===== config.mk =====
export PLATFORM = sky130hd
export DESIGN_NAME = uart_rx
export DESIGN_NICKNAME = d
export VERILOG_FILES = /design/src/rtl/uart_pkg.sv /design/src/rtl/uart_sync.sv /design/src/rtl/uart_rx.sv
export SDC_FILE = /design/constraint.sdc
export NUM_CORES = 1
export LEC_CHECK = 0
export ABC_CLOCK_PERIOD_IN_PS = 3350
export CAP_MARGIN = 20
export CORE_AREA = 2 2 85 87
export CTS_BUF_LIST = sky130_fd_sc_hd__clkbuf_8
export CTS_CLUSTER_SIZE = 8
export DETAILED_ROUTE_END_ITERATION = 6
export DIE_AREA = 0 0 87 89
export GPL_ROUTABILITY_DRIVEN = 0
export PLACE_DENSITY_LB_ADDON = 0.15
export SYNTH_ARGS = -nofsm -noshare
export SYNTH_HDL_FRONTEND = slang
export SYNTH_SLANG_ARGS = --single-unit

===== constraint.sdc =====
create_clock -name clk -period 3.35 [get_ports clk]
set_input_delay 0.5025 -clock clk [delete_from_list [all_inputs] [get_ports clk]]
set_output_delay 0.5025 -clock clk [all_outputs]
set_load 0.03 [all_outputs]

===== src/rtl/uart_pkg.sv =====
// Shared definitions for the UART receiver: FSM state encoding, frame width
// and baud counter width.
package uart_pkg;
  localparam int DATA_BITS = 8;
  localparam int CNT_W     = 16;

  typedef enum logic [2:0] {
    IDLE      = 3'd0,
    START     = 3'd1,
    DATA      = 3'd2,
    STOP      = 3'd3,
    WAIT_IDLE = 3'd4
  } state_e;
endpackage


===== src/rtl/uart_sync.sv =====
// Two-flop synchronizer for the asynchronous rx pin; resets to the idle-high level.
module uart_sync (
  input  logic clk,
  input  logic rstn,
  input  logic d,
  output logic q
);
  logic s1;

  always_ff @(posedge clk) begin
    if (!rstn) begin
      s1 <= 1'b1;
      q  <= 1'b1;
    end else begin
      s1 <= d;
      q  <= s1;
    end
  end
endmodule


===== src/rtl/uart_rx.sv =====
// 8N1 UART receiver with a one-entry output holding register, a frame-error
// pulse on a bad stop bit and an overrun pulse when an unconsumed byte blocks delivery.
module uart_rx
  import uart_pkg::*;
#(
  parameter int CLKS_PER_BIT = 16
) (
  input  logic                 clk,
  input  logic                 rstn,
  input  logic                 rx,
  output logic [DATA_BITS-1:0] recvData,
  output logic                 recvValid,
  input  logic                 recvAck,
  output logic                 frameErr,
  output logic                 overrun
);
  localparam int IDX_W = $clog2(DATA_BITS);
  localparam logic [CNT_W-1:0] HALF    = CNT_W'(CLKS_PER_BIT / 2);
  localparam logic [CNT_W-1:0] LAST    = CNT_W'(CLKS_PER_BIT - 1);
  localparam logic [IDX_W-1:0] IDX_MAX = IDX_W'(DATA_BITS - 1);

  logic                 rx_s;
  state_e               state;
  logic [CNT_W-1:0]     cnt;
  logic [IDX_W-1:0]     bit_idx;
  logic [DATA_BITS-1:0] shreg;

  uart_sync u_sync (
    .clk  (clk),
    .rstn (rstn),
    .d    (rx),
    .q    (rx_s)
  );

  always_ff @(posedge clk) begin
    if (!rstn) begin
      state     <= IDLE;
      cnt       <= '0;
      bit_idx   <= '0;
      shreg     <= '0;
      recvData  <= '0;
      recvValid <= 1'b0;
      frameErr  <= 1'b0;
      overrun   <= 1'b0;
    end else begin
      frameErr <= 1'b0;
      overrun  <= 1'b0;
      // A delivery in the same cycle overrides this clear further down.
      if (recvValid && recvAck)
        recvValid <= 1'b0;

      case (state)
        IDLE: begin
          if (!rx_s) begin
            state <= START;
            cnt   <= '0;
          end
        end
        START: begin
          if (cnt == HALF) begin
            cnt <= '0;
            if (!rx_s) begin
              state   <= DATA;
              bit_idx <= '0;
            end else begin
              state <= IDLE;
            end
          end else begin
            cnt <= cnt + CNT_W'(1);
          end
        end
        DATA: begin
          if (cnt == LAST) begin
            cnt     <= '0;
            shreg   <= {rx_s, shreg[DATA_BITS-1:1]};
            bit_idx <= bit_idx + IDX_W'(1);
            if (bit_idx == IDX_MAX)
              state <= STOP;
          end else begin
            cnt <= cnt + CNT_W'(1);
          end
        end
        STOP: begin
          if (cnt == LAST) begin
            cnt <= '0;
            if (rx_s) begin
              state <= IDLE;
              if (!recvValid || recvAck) begin
                recvData  <= shreg;
                recvValid <= 1'b1;
              end else begin
                overrun <= 1'b1;
              end
            end else begin
              frameErr <= 1'b1;
              state    <= WAIT_IDLE;
            end
          end else begin
            cnt <= cnt + CNT_W'(1);
          end
        end
        WAIT_IDLE: begin
          // Hold here through a break so it reports only once.
          if (rx_s)
            state <= IDLE;
        end
        default: state <= IDLE;
      endcase
    end
  end
endmodule


# After elaboration in Yosys (flattened, before gate mapping)
# Cells that the tools add are included.
[totals]
output_inout_bits = 11
register_bits = 43
elab_cells = 64
inputBits = 4
[op_classes]
n_addsub = 2
reduce_logical = 14
eq_ne = 14
muxes = 24
[ops]
columns = ["op", "n"]
rows = [
  ["$mux W16", 3],
  ["$pmux W16 S3", 1],
  ["$eq A16 B4 Y1 const B", 2],
  ["$mux W3", 10],
  ["$add A16 B1 Y16 const B", 1],
  ["$pmux W3 S5", 1],
  ["$ne A2 B2 Y1 const B", 6],
  ["$reduce_and A4 Y1", 3],
  ["$mux W1", 7],
  ["$eq A3 B2 Y1 const B", 2],
  ["$eq A3 B3 Y1 const B", 2],
  ["$pmux W3 S2", 1],
  ["$reduce_and A6 Y1", 1],
  ["$reduce_and A2 Y1", 2],
  ["$add A3 B1 Y3 const B", 1],
  ["$eq A3 B1 Y1 const B", 1],
  ["$logic_not A3 Y1", 1],
  ["$reduce_and A3 Y1", 1],
  ["$reduce_bool A3 Y1", 1],
  ["$mux W2", 1],
  ["$ne A2 B1 Y1 const B", 1],
  ["$reduce_bool A2 Y1", 1],
  ["$reduce_or A2 Y1", 1],
  ["$logic_and A1 B1 Y1", 1],
  ["2 further kinds", 2],
]

# Logic depth before layout (Yosys ltp)
# Gate-level depths: netlist of the first run.
[depth]
ltp_word = 6
mapped_depth = 8
depth_no_buf = 7

# Cells and area by module
# From an unflattened synthesis of the first run, not the netlist that was laid out.
[unflattened]
hier_cells = 221
hier_area_um2 = 1979.4
[modules_own_cells]
columns = ["module", "instances", "seq_area_each_um2", "area_each_um2", "cells_per_inst"]
rows = [
  ["uart_rx", 1, 820.8, 1926.8, 217],
  ["uart_sync", 1, 40.0, 52.6, 4],
]

# Worst setup path after synthesis of the first run
# No wires, ideal clock.
[synth_timing]
path_kind = "register to register"
startpoint = "register cnt[0]"
endpoint = "register state[0]"
arrival_ps = 2140
stages_incl_launch_ff = 7
setup_slack_ps = 1140
required_ps = 3280
path_buffers = 0
synth_period_minus_slack_ps = 2210
path_cell_list = "dfxtp_1 > ha_1 > or4bb_1 > nor4_4 > o22ai_2 > or4_1 > a21oi_1"
[synth_between]
elab_chain_cells = 3
elab_cells_between_ends = 6
cone_classes = "5 x eq/ne; 1 x reduce/logical"
[synth_lines]
columns = ["item", "line_no", "text"]
rows = [
  ["from (decl)", "uart_rx.sv:24", "logic [CNT_W-1:0] cnt;"],
  ["from (signal assigned)", "uart_rx.sv:69", "cnt <= cnt + CNT_W'(1);"],
  ["from (signal assigned)", "uart_rx.sv:80", "cnt <= cnt + CNT_W'(1);"],
  ["from (signal assigned)", "uart_rx.sv:99", "cnt <= cnt + CNT_W'(1);"],
  ["$eq A16 B4 Y1 (on tied branches)", "uart_rx.sv:73, uart_rx.sv:84, uart_rx.sv:60", ""],
  ["$ne A2 B2 Y1 (no source line)", "n/a", ""],
  ["$reduce_and A6 Y1 (no source line) (*)", "n/a", ""],
  ["to (signal assigned)", "uart_rx.sv:78", "state <= STOP;"],
  ["to (signal assigned)", "uart_rx.sv:87", "state <= IDLE;"],
  ["to (signal assigned)", "uart_rx.sv:96", "state <= WAIT_IDLE;"],
  ["to (decl)", "uart_rx.sv:23", "state_e state;"],
]
# Mark *: on every way between the ends. The rest lies on a longest branch, timed or not.
# A chain may end at the register's enable or synchronous reset.

# Worst setup path in the final report of the first run
# Same ends and word-level chain as after synthesis.

==> flow_summary.yaml, run 1 <==
logic_synthesis:
  synthXorXnorAreaFrac_pct: 0.438
  syn-cell-area_um2: 2000
  synth_cells: 226
  synth_seq_area_share_pct: 43.1
  ys_warn_count: 0
  synth_compound_area_share_pct: 14.0
  ys_ff_latch: 43
  synth_area_per_cell_um2: 8.85
  synth_fa_ha_area_share_pct: 2.50
  synth_top_family_by_area: "simple AND/OR/NAND/NOR gates"
  synthesis.nets: 234
  synthMuxAreaShare_pct: 5.01
  synthSimpleGateAreaFrac_pct: 31.9
  yosysUniqueCellTypes: 41
clock_network:
  cts.reportedPaths.clkPinSlew_ns: 0.09
  numClockSinks: 43
  ctsHoldBuffers: 0
  cts-buffers-inserted: 5
  postCtsSetupBuffers: 0
  cts_resized: 0
  h-tree-depth: 2
  cts_buffer_depth: 2
  clock_latency_ns: 0.30
  cts_root_buf: "clkbuf_8"
  cts_tree: "built"
layout:
  n_antenna_cell: 0
  layout_commonest_cell: "dfxtp_1"
  final_area_um2: 2310
  utilization_pct: 34.3
  area_delta_synth_final_pct: 15.4
  drive_above_1_share_pct: 9.62
  final_cell_mix: "dfxtp_1 (43), nand2_1 (30), nor2_1 (20)"
  finalNetCount: 246
routing:
  dr.max_layer_used: "met4"
  wl_mm: 4.29
  firstDrtPassIters: 4
  drcViolationCount: 0
  drt-met1-wl_mm: 2.18
  ant_nets: 0
  route.met3.wl_um: 122
  wl_met2_mm: 1.92
  vias: 1632
  vias_per_cell: 5.12
  wl_per_cell_um: 13.4
  drtIter0Drc: 79
floorplanning:
  dieArea_um2: 7740
  die_x_um: 87
  ios: 15
  die_h_um: 89
  fp.coreArea_um2: 6720
  num_rows: 30
  initial_core_util_pct: 29.8
timing:
  fin_crit_ns: 2.60
  finClkSkew_ns: 0.00849
  final-setup-viol-count: 0
  setup-tns-final_ns: 0
  post-route-period-util_pct: 77.6
  fmax_mhz: 385
  worst_pin_slew_ns: 0.732
  hold_violations: 0
  relSlewSlack_pct: 51.2
  rsz0062_at_grt: "no"
  maxSlewViolCount: 0
global_routing:
  grt_pass1_vias: 1491
  antenna_found_initial: 0
  grt_max_degree: 25
  grt_pass1_wl_mm: 7.20
  track_usage_pct: 11.9
  grt-ovfl-total: 0
power_and_ir_drop:
  ir_worst_vdd_mv: 0.135
  power.internal_w: 0.000675
  power_frac_comb_pct: 4.1
  clockPowerShare_pct: 38.3
  swShare_pct: 24.5
  p_sw_w: 0.000220
  p_leak_nw: 0.817
  power_density_nw_per_um2: 388
  seq_power_share_pct: 57.7
  total_power_w: 0.000895
worst_setup_path:
  slowest_stage: "or4bb_1"
  cp-start-kind: "flop"
  arrival_ns: 2.84
  cp.buffers_inverters: 0
  endpoint_kind: "flop"
  crit_fanout: 19
  crit_family: "simple AND/OR/NAND/NOR gates"
  cp.required_ns: 3.59
  path_cells: "ha_1, or4bb_1, nor4_4, o22ai_2, or4_1, a21oi_1"
  max_stage_delay_ns: 0.61
  crit_type: "flop to flop"
run_status:
  status: "finished, final reports clean"
run:
  maxCapViolCount: 0
placed_design:
  postPlaceCellArea_um2: 2210
  io_buffers: 14
  dp_hpwl_mm: 2.97
worst_hold_path:
  min_path_type: "flop to flop"
cells in the mapped netlist, drive strengths merged:
| library cell | number | area share, % |
|---|---|---|
| buf | 2 | 0.50 |
| a21oi | 16 | 4.0 |
| nor2 | 20 | 3.8 |
| nand2b | 7 | 2.2 |
| and2 | 4 | 1.3 |
| nor2b | 1 | 0.31 |
| a21o | 1 | 0.38 |
| a211oi | 1 | 0.38 |
| nand3 | 15 | 3.8 |
| a41oi | 1 | 0.44 |
| or4b | 2 | 1.0 |
| a22oi | 2 | 0.75 |
| nand4 | 5 | 1.9 |
| clkbuf | 10 | 1.9 |
| nor3b | 1 | 0.38 |
| or3b | 3 | 1.3 |
| inv | 4 | 0.75 |
| and3 | 3 | 0.94 |
| nand2 | 30 | 5.6 |
| nand3b | 6 | 2.3 |
| a31oi | 15 | 4.7 |
| or4bb | 1 | 0.56 |
| a221o | 1 | 0.50 |
| nor3 | 2 | 0.50 |
| a22o | 2 | 0.88 |
| and4 | 2 | 0.88 |
| a31o | 1 | 0.44 |
| mux2i | 10 | 5.0 |
| ha | 4 | 2.5 |
| o22ai | 1 | 0.63 |
| dfxtp | 43 | 43 |
| xnor2 | 1 | 0.44 |
| or4 | 3 | 1.5 |
| nor4 | 4 | 3.8 |
| o311ai | 1 | 0.44 |
| o2bb2ai | 1 | 0.44 |
worst reg2reg max path, cell delays in order, from the launching register on:
cell,delay [ns]
dfxtp_1,0.40
ha_1,0.26
or4bb_1,0.61
nor4_4,0.27
o22ai_2,0.33
or4_1,0.55
a21oi_1,0.12
kinds of logic (layout without fill, tap and decap cells):
family,count (synthesis),after routing
AO/OA/AOI/OAI,43,43
XOR/XNOR,1,1
adder cells (fa/ha/maj),4,4
buffers and inverters,16,29
flip-flops,43,43
multiplexers,10,10
AND/OR/NAND/NOR,109,109
routing by layer:
metal  vias up  global-route usage (%)
li1        844                       -
met1       761                    15.7
met2        21                    18.4
met3         6                    3.32
met4         0                    4.97
met5         -                       0
registers in the layout, summed over array words and instances, names as in the netlist:
name,count
bit_idx,3
u_sync.s1,1
u_sync.q,1
recvValid,1
state,3
cnt,16
shreg,8
recvData,8
frameErr,1
overrun,1
area by class of cell:
type | instances | area (um2)
inverter | 4 | 15.0
timing repair buffer | 17 | 163
sequential | 43 | 861
clock inverter | 3 | 23.8
tap | 80 | 100
clock buffer | 5 | 68.8
multi-input combinational | 167 | 1080
fill | 696 | 4410
power by group through the flow:
stage	clock network, W	registers [W]	logic (W)
after global routing	0.000383	0.000517	0.0000403
after CTS	0.000360	0.000516	0.0000368
after global placement	0	0.000528	0.0000371
after floorplan	0	0.000526	0.0000250
after detailed placement	0	0.000528	0.0000368
final	0.000342	0.000516	0.0000365
through the flow:
step / worst slack [ns] / cells / hold WS (ns)
2_1_floorplan: 1.14 / 226 / 0.386
3_3_place_gp: 0.857 / 311 / 0.401
3_5_place_dp: 0.759 / 311 / 0.392
4_1_cts: 0.757 / 319 / 0.413
5_1_grt: 0.589 / 319 / 0.430
6_report: 0.750 / 319 / 0.410
final timing paths:
| kind | to | slack (ns) | cells past startpoint | startpoint |
|---|---|---|---|---|
| max | state[0]$_SDFFE_PN0P_ | 0.75 | 6 | cnt[0]$_SDFFE_PN0P_ |
| min | u_sync.q$_SDFF_PN1_ | 0.41 | 1 | u_sync.s1$_SDFF_PN1_ |
| max reg2reg | state[0]$_SDFFE_PN0P_ | 0.75 | 6 | cnt[0]$_SDFFE_PN0P_ |
| min reg2reg | u_sync.q$_SDFF_PN1_ | 0.41 | 1 | u_sync.s1$_SDFF_PN1_ |
Power figures use the tool's default switching activity.
==> inputs of run 2 (changes only) <==
ABC_CLOCK_PERIOD_IN_PS = 2650   (was 3350)
clock period = 2.65 ns   (was 3.35 ns; I/O delays follow)
==> flow_summary.yaml, run 2 (synthesis results as in run 1) <==
timing:
  hold_violations: 0
  fmax_mhz: 416
  final-setup-viol-count: 0
  relSlewSlack_pct: 67.5
  post-route-period-util_pct: 90.7
  rsz0062_at_grt: "no"
  worst_pin_slew_ns: 0.486
  fin_crit_ns: 2.40
  finClkSkew_ns: 0.0115
  maxSlewViolCount: 0
  setup-tns-final_ns: 0
  holdWs_ns: 0.412
run_status:
  status: "finished, final reports clean"
power_and_ir_drop:
  power_density_nw_per_um2: 482
  ir_worst_vdd_mv: 0.217
  total_power_w: 0.00114
  p_leak_nw: 0.854
layout:
  finalNetCount: 252
  n_antenna_cell: 0
  layout_commonest_cell: "dfxtp_1"
  largest_reg_flops: 16
  area_delta_synth_final_pct: 17.7
  largestRegisters: "cnt x16, recvData x8, shreg x8"
  largest_register: "cnt"
  final_cell_mix: "dfxtp_1 (43), nand2_1 (30), nor2_1 (20)"
  final_area_um2: 2350
  drive_above_1_share_pct: 11.8
worst_setup_path:
  arrival_ns: 2.63
  slowest_stage: "or4bb_1"
  max_stage_delay_ns: 0.60
  crit_type: "flop to flop"
  path_cells: "ha_1, or4bb_1, nor4_4, o22ai_2, or4_1, a21oi_1"
  endpoint_kind: "flop"
  crit_fanout: 9
  cp-start-kind: "flop"
  cp.required_ns: 2.87
global_routing:
  antenna_found_initial: 0
  gr-usage-met2_pct: 19.3
  grt_pass1_vias: 1532
  grt_use_met3_pct: 2.59
  met1_usage_pct: 16.6
  grt_pass1_wl_mm: 7.52
  grt_max_degree: 27
  track_usage_pct: 12.1
  top_usage_layer: "met2"
  grt-ovfl-total: 0
placed_design:
  dp_hpwl_mm: 3.02
  io_buffers: 14
  postPlaceCellArea_um2: 2260
floorplanning:
  initial_core_util_pct: 29.8
  die_h_um: 89
  fp.coreArea_um2: 6720
  num_rows: 30
  dieArea_um2: 7740
  ios: 15
  die_x_um: 87
routing:
  firstDrtPassIters: 4
  ant_nets: 0
  wl_per_cell_um: 13.2
  drcViolationCount: 0
  drtIter0Drc: 44
  vias_per_cell: 5.10
  vias: 1657
  wl_mm: 4.28
clock_network:
  cts_root_buf: "clkbuf_8"
  numClockSinks: 43
  cts_buffer_depth: 2
  cts_tree: "built"
  clock_latency_ns: 0.30
  cts-buffers-inserted: 5
  postCtsSetupBuffers: 0
  cts.reportedPaths.clkPinSlew_ns: 0.09
  ctsHoldBuffers: 0
  cts_resized: 0
  h-tree-depth: 2
worst_hold_path:
  min_path_type: "flop to flop"
run:
  maxCapViolCount: 0
## run 2: changes by cell type in the layout (fill, tap and decap cells not counted), sizes merged
| cell | previous run | this run |
|---|---|---|
| clkinvlp | 2 | 1 |
| inv | 5 | 4 |
| buf | 3 | 9 |
| clkinv | 0 | 2 |
## run 2: power by group
group,internal [W],leakage (nW),total [W],switching (W)
clock,0.000189,0.0443,0.000436,0.000247
sequential,0.000649,0.347,0.000652,0.00000387
combinational,0.0000170,0.463,0.0000465,0.0000294
total,0.000854,0.854,0.00114,0.000281
## run 2: stage by stage
stage | setup slack [ns] | instances | util, %
2_1_floorplan | 0.440 | 226 | -
3_3_place_gp | 0.305 | 317 | 33.6
3_5_place_dp | 0.256 | 317 | 33.6
4_1_cts | 0.233 | 325 | 35.0
5_1_grt | 0.0963 | 325 | 35.0
6_report | 0.246 | 325 | 35.0
## run 2: per-layer routing
metal / share of wire [%] / vias to the layer above
met3: 2.2 / 2
li1: - / 851
met2: 45 / 19
met5: 0 / -
met1: 52 / 785
met4: 0.63 / 0
## run 2: worst paths after layout
kind / endpoint / from / cells past startpoint / slack, ns
max: state[0]$_SDFFE_PN0P_ / cnt[0]$_SDFFE_PN0P_ / 6 / 0.25
min: u_sync.q$_SDFF_PN1_ / u_sync.s1$_SDFF_PN1_ / 1 / 0.41
min reg2reg: u_sync.q$_SDFF_PN1_ / u_sync.s1$_SDFF_PN1_ / 1 / 0.41
max reg2reg: state[0]$_SDFFE_PN0P_ / cnt[0]$_SDFFE_PN0P_ / 6 / 0.25
## run 2: area by class of cell
| type | count | area (um2) |
|---|---|---|
| clock buffers | 5 | 68.8 |
| clock inverters | 3 | 25.0 |
| fillers | 698 | 4370 |
| inverters | 4 | 15.0 |
| multi-input cells | 167 | 1080 |
| flip-flops and latches | 43 | 861 |
| well taps | 80 | 100 |
| repair buffers | 23 | 208 |
## run 2: worst max-delay path, delay by kind of cell, from the launching register on
| family | cells | cell delay, ns |
|---|---|---|
| and+or+nand+nor | 3 | 1.35 |
| AOI/OAI and AO/OA | 2 | 0.34 |
| adders and majority gates | 1 | 0.25 |
| DFF | 1 | 0.40 |
==> inputs of run 3 (changes only) <==
CTS_BUF_LIST = default   (was sky130_fd_sc_hd__clkbuf_8)
REMOVE_ABC_BUFFERS = 1   (was default)
==> flow_summary.yaml, run 3 (synthesis results as in run 1) <==
timing:
  worst_pin_slew_ns: 0.545
  fin_crit_ns: 2.40
  hold_violations: 0
  final-setup-viol-count: 0
  setup-tns-final_ns: 0
  maxSlewViolCount: 0
  relSlewSlack_pct: 63.5
  post-route-period-util_pct: 90.7
  fmax_mhz: 416
  rsz0062_at_grt: "no"
  finClkSkew_ns: 0.00479
clock_network:
  cts_buffer_depth: 2
  cts.reportedPaths.clkPinSlew_ns: 0.09
  cts-buffers-inserted: 5
  clock_latency_ns: 0.30
  cts_root_buf: "clkbuf_8"
  cts_resized: 0
  ctsHoldBuffers: 0
  cts_tree: "built"
  postCtsSetupBuffers: 0
  h-tree-depth: 2
  numClockSinks: 43
power_and_ir_drop:
  ir_worst_vdd_mv: 0.136
  p_leak_nw: 0.828
  total_power_w: 0.00114
  power_density_nw_per_um2: 490
worst_hold_path:
  min_to: "u_sync.q$_SDFF_PN1_"
  hp-start: "u_sync.s1$_SDFF_PN1_"
  min_path_type: "flop to flop"
  hold_path_depth: 1
worst_setup_path:
  cp.buffers_inverters: 0
  crit_start: "cnt[0]$_SDFFE_PN0P_"
  reg2reg_depth: 6
  endpoint_kind: "flop"
  path_cells: "ha_1, or4bb_1, nor4_4, o22ai_2, or4_1, a21oi_1"
  cp.required_ns: 2.88
  r2r_slack_ns: 0.25
  slowest_stage: "or4bb_1"
  cp-start-kind: "flop"
  max_stage_delay_ns: 0.60
  reg2reg_to: "state[0]$_SDFFE_PN0P_"
  reg2reg_from: "cnt[0]$_SDFFE_PN0P_"
  crit_fanout: 9
  crit_family: "simple AND/OR/NAND/NOR gates"
  arrival_ns: 2.64
  crit_type: "flop to flop"
layout:
  largest_reg_flops: 16
  drive_above_1_share_pct: 10.4
  largestRegisters: "cnt x16, recvData x8, shreg x8"
  final_cell_mix: "dfxtp_1 (43), nand2_1 (30), nor2_1 (20)"
  final_area_um2: 2320
  finalNetCount: 248
  largest_register: "cnt"
  n_antenna_cell: 0
  regArea_um2: 861
  fillers: 705
  layout_commonest_cell: "dfxtp_1"
  multi_input_area_um2: 1080
  area_delta_synth_final_pct: 16.1
floorplanning:
  num_rows: 30
  ios: 15
  initial_core_util_pct: 29.8
  fp.coreArea_um2: 6720
  die_h_um: 89
  dieArea_um2: 7740
  die_x_um: 87
placed_design:
  dp_hpwl_mm: 2.97
  io_buffers: 14
  postPlaceCellArea_um2: 2230
run_status:
  status: "finished, final reports clean"
routing:
  vias_per_cell: 5.13
  wl_mm: 4.36
  drcViolationCount: 0
  vias: 1646
  drtIter0Drc: 79
  ant_nets: 0
  firstDrtPassIters: 4
  wl_per_cell_um: 13.6
global_routing:
  grt_pass1_vias: 1469
  grt-ovfl-total: 0
  track_usage_pct: 12.4
  antenna_found_initial: 0
  grt_pass1_wl_mm: 7.45
  grt_max_degree: 27
run:
  maxCapViolCount: 0
==> run 3: cell count changes in the layout (fill, tap and decap cells not counted) <==
| cell | delta |
|---|---|
| inv_6 | +1 |
| clkinv_4 | -2 |
| buf_4 | -4 |
| clkinvlp_4 | +1 |
==> run 3: layout make-up <==
class | instances | share of cell area, %
multi-input cells | 167 | 46.3
clock buffers | 5 | 2.96
inverters | 4 | 0.647
repair buffers | 19 | 7.65
well taps | 80 | 4.31
flip-flops and latches | 43 | 37.1
clock inverters | 3 | 1.02
==> run 3: how the worst max path moves through the flow <==
stage,to,cells after the start
2_1_floorplan,state[0]$_SDFFE_PN0P_,6
3_3_place_gp,state[0]$_SDFFE_PN0P_,6
3_5_place_dp,state[0]$_SDFFE_PN0P_,6
4_1_cts,state[0]$_SDFFE_PN0P_,6
5_1_grt,state[0]$_SDFFE_PN0P_,6
6_report,state[0]$_SDFFE_PN0P_,6
==> run 3: report_power, final <==
part,switching [W],internal [W]
Sequential,0.00000383,0.000648
Combinational,0.0000300,0.0000165
Clock,0.000251,0.000189
Total,0.000285,0.000854
==> run 3: through the flow <==
step	hold slack (ns)	worst slack [ns]	utilization, %	instances
floorplan	0.386	0.250	-	214
global placement	0.398	0.312	33.2	313
detailed placement	0.392	0.254	33.2	313
CTS	0.411	0.229	34.6	321
global route	0.446	0.0645	34.6	321
finish	0.412	0.247	34.6	321
==> run 3: layer usage <==
metal / part of all wire, % / vias up / GRT usage [%]
met2: 44 / 23 / 18.8
li1: - / 851 / -
met4: 0.92 / 0 / 4.26
met5: 0 / - / 0
met3: 2.8 / 4 / 3.05
met1: 53 / 768 / 17.3
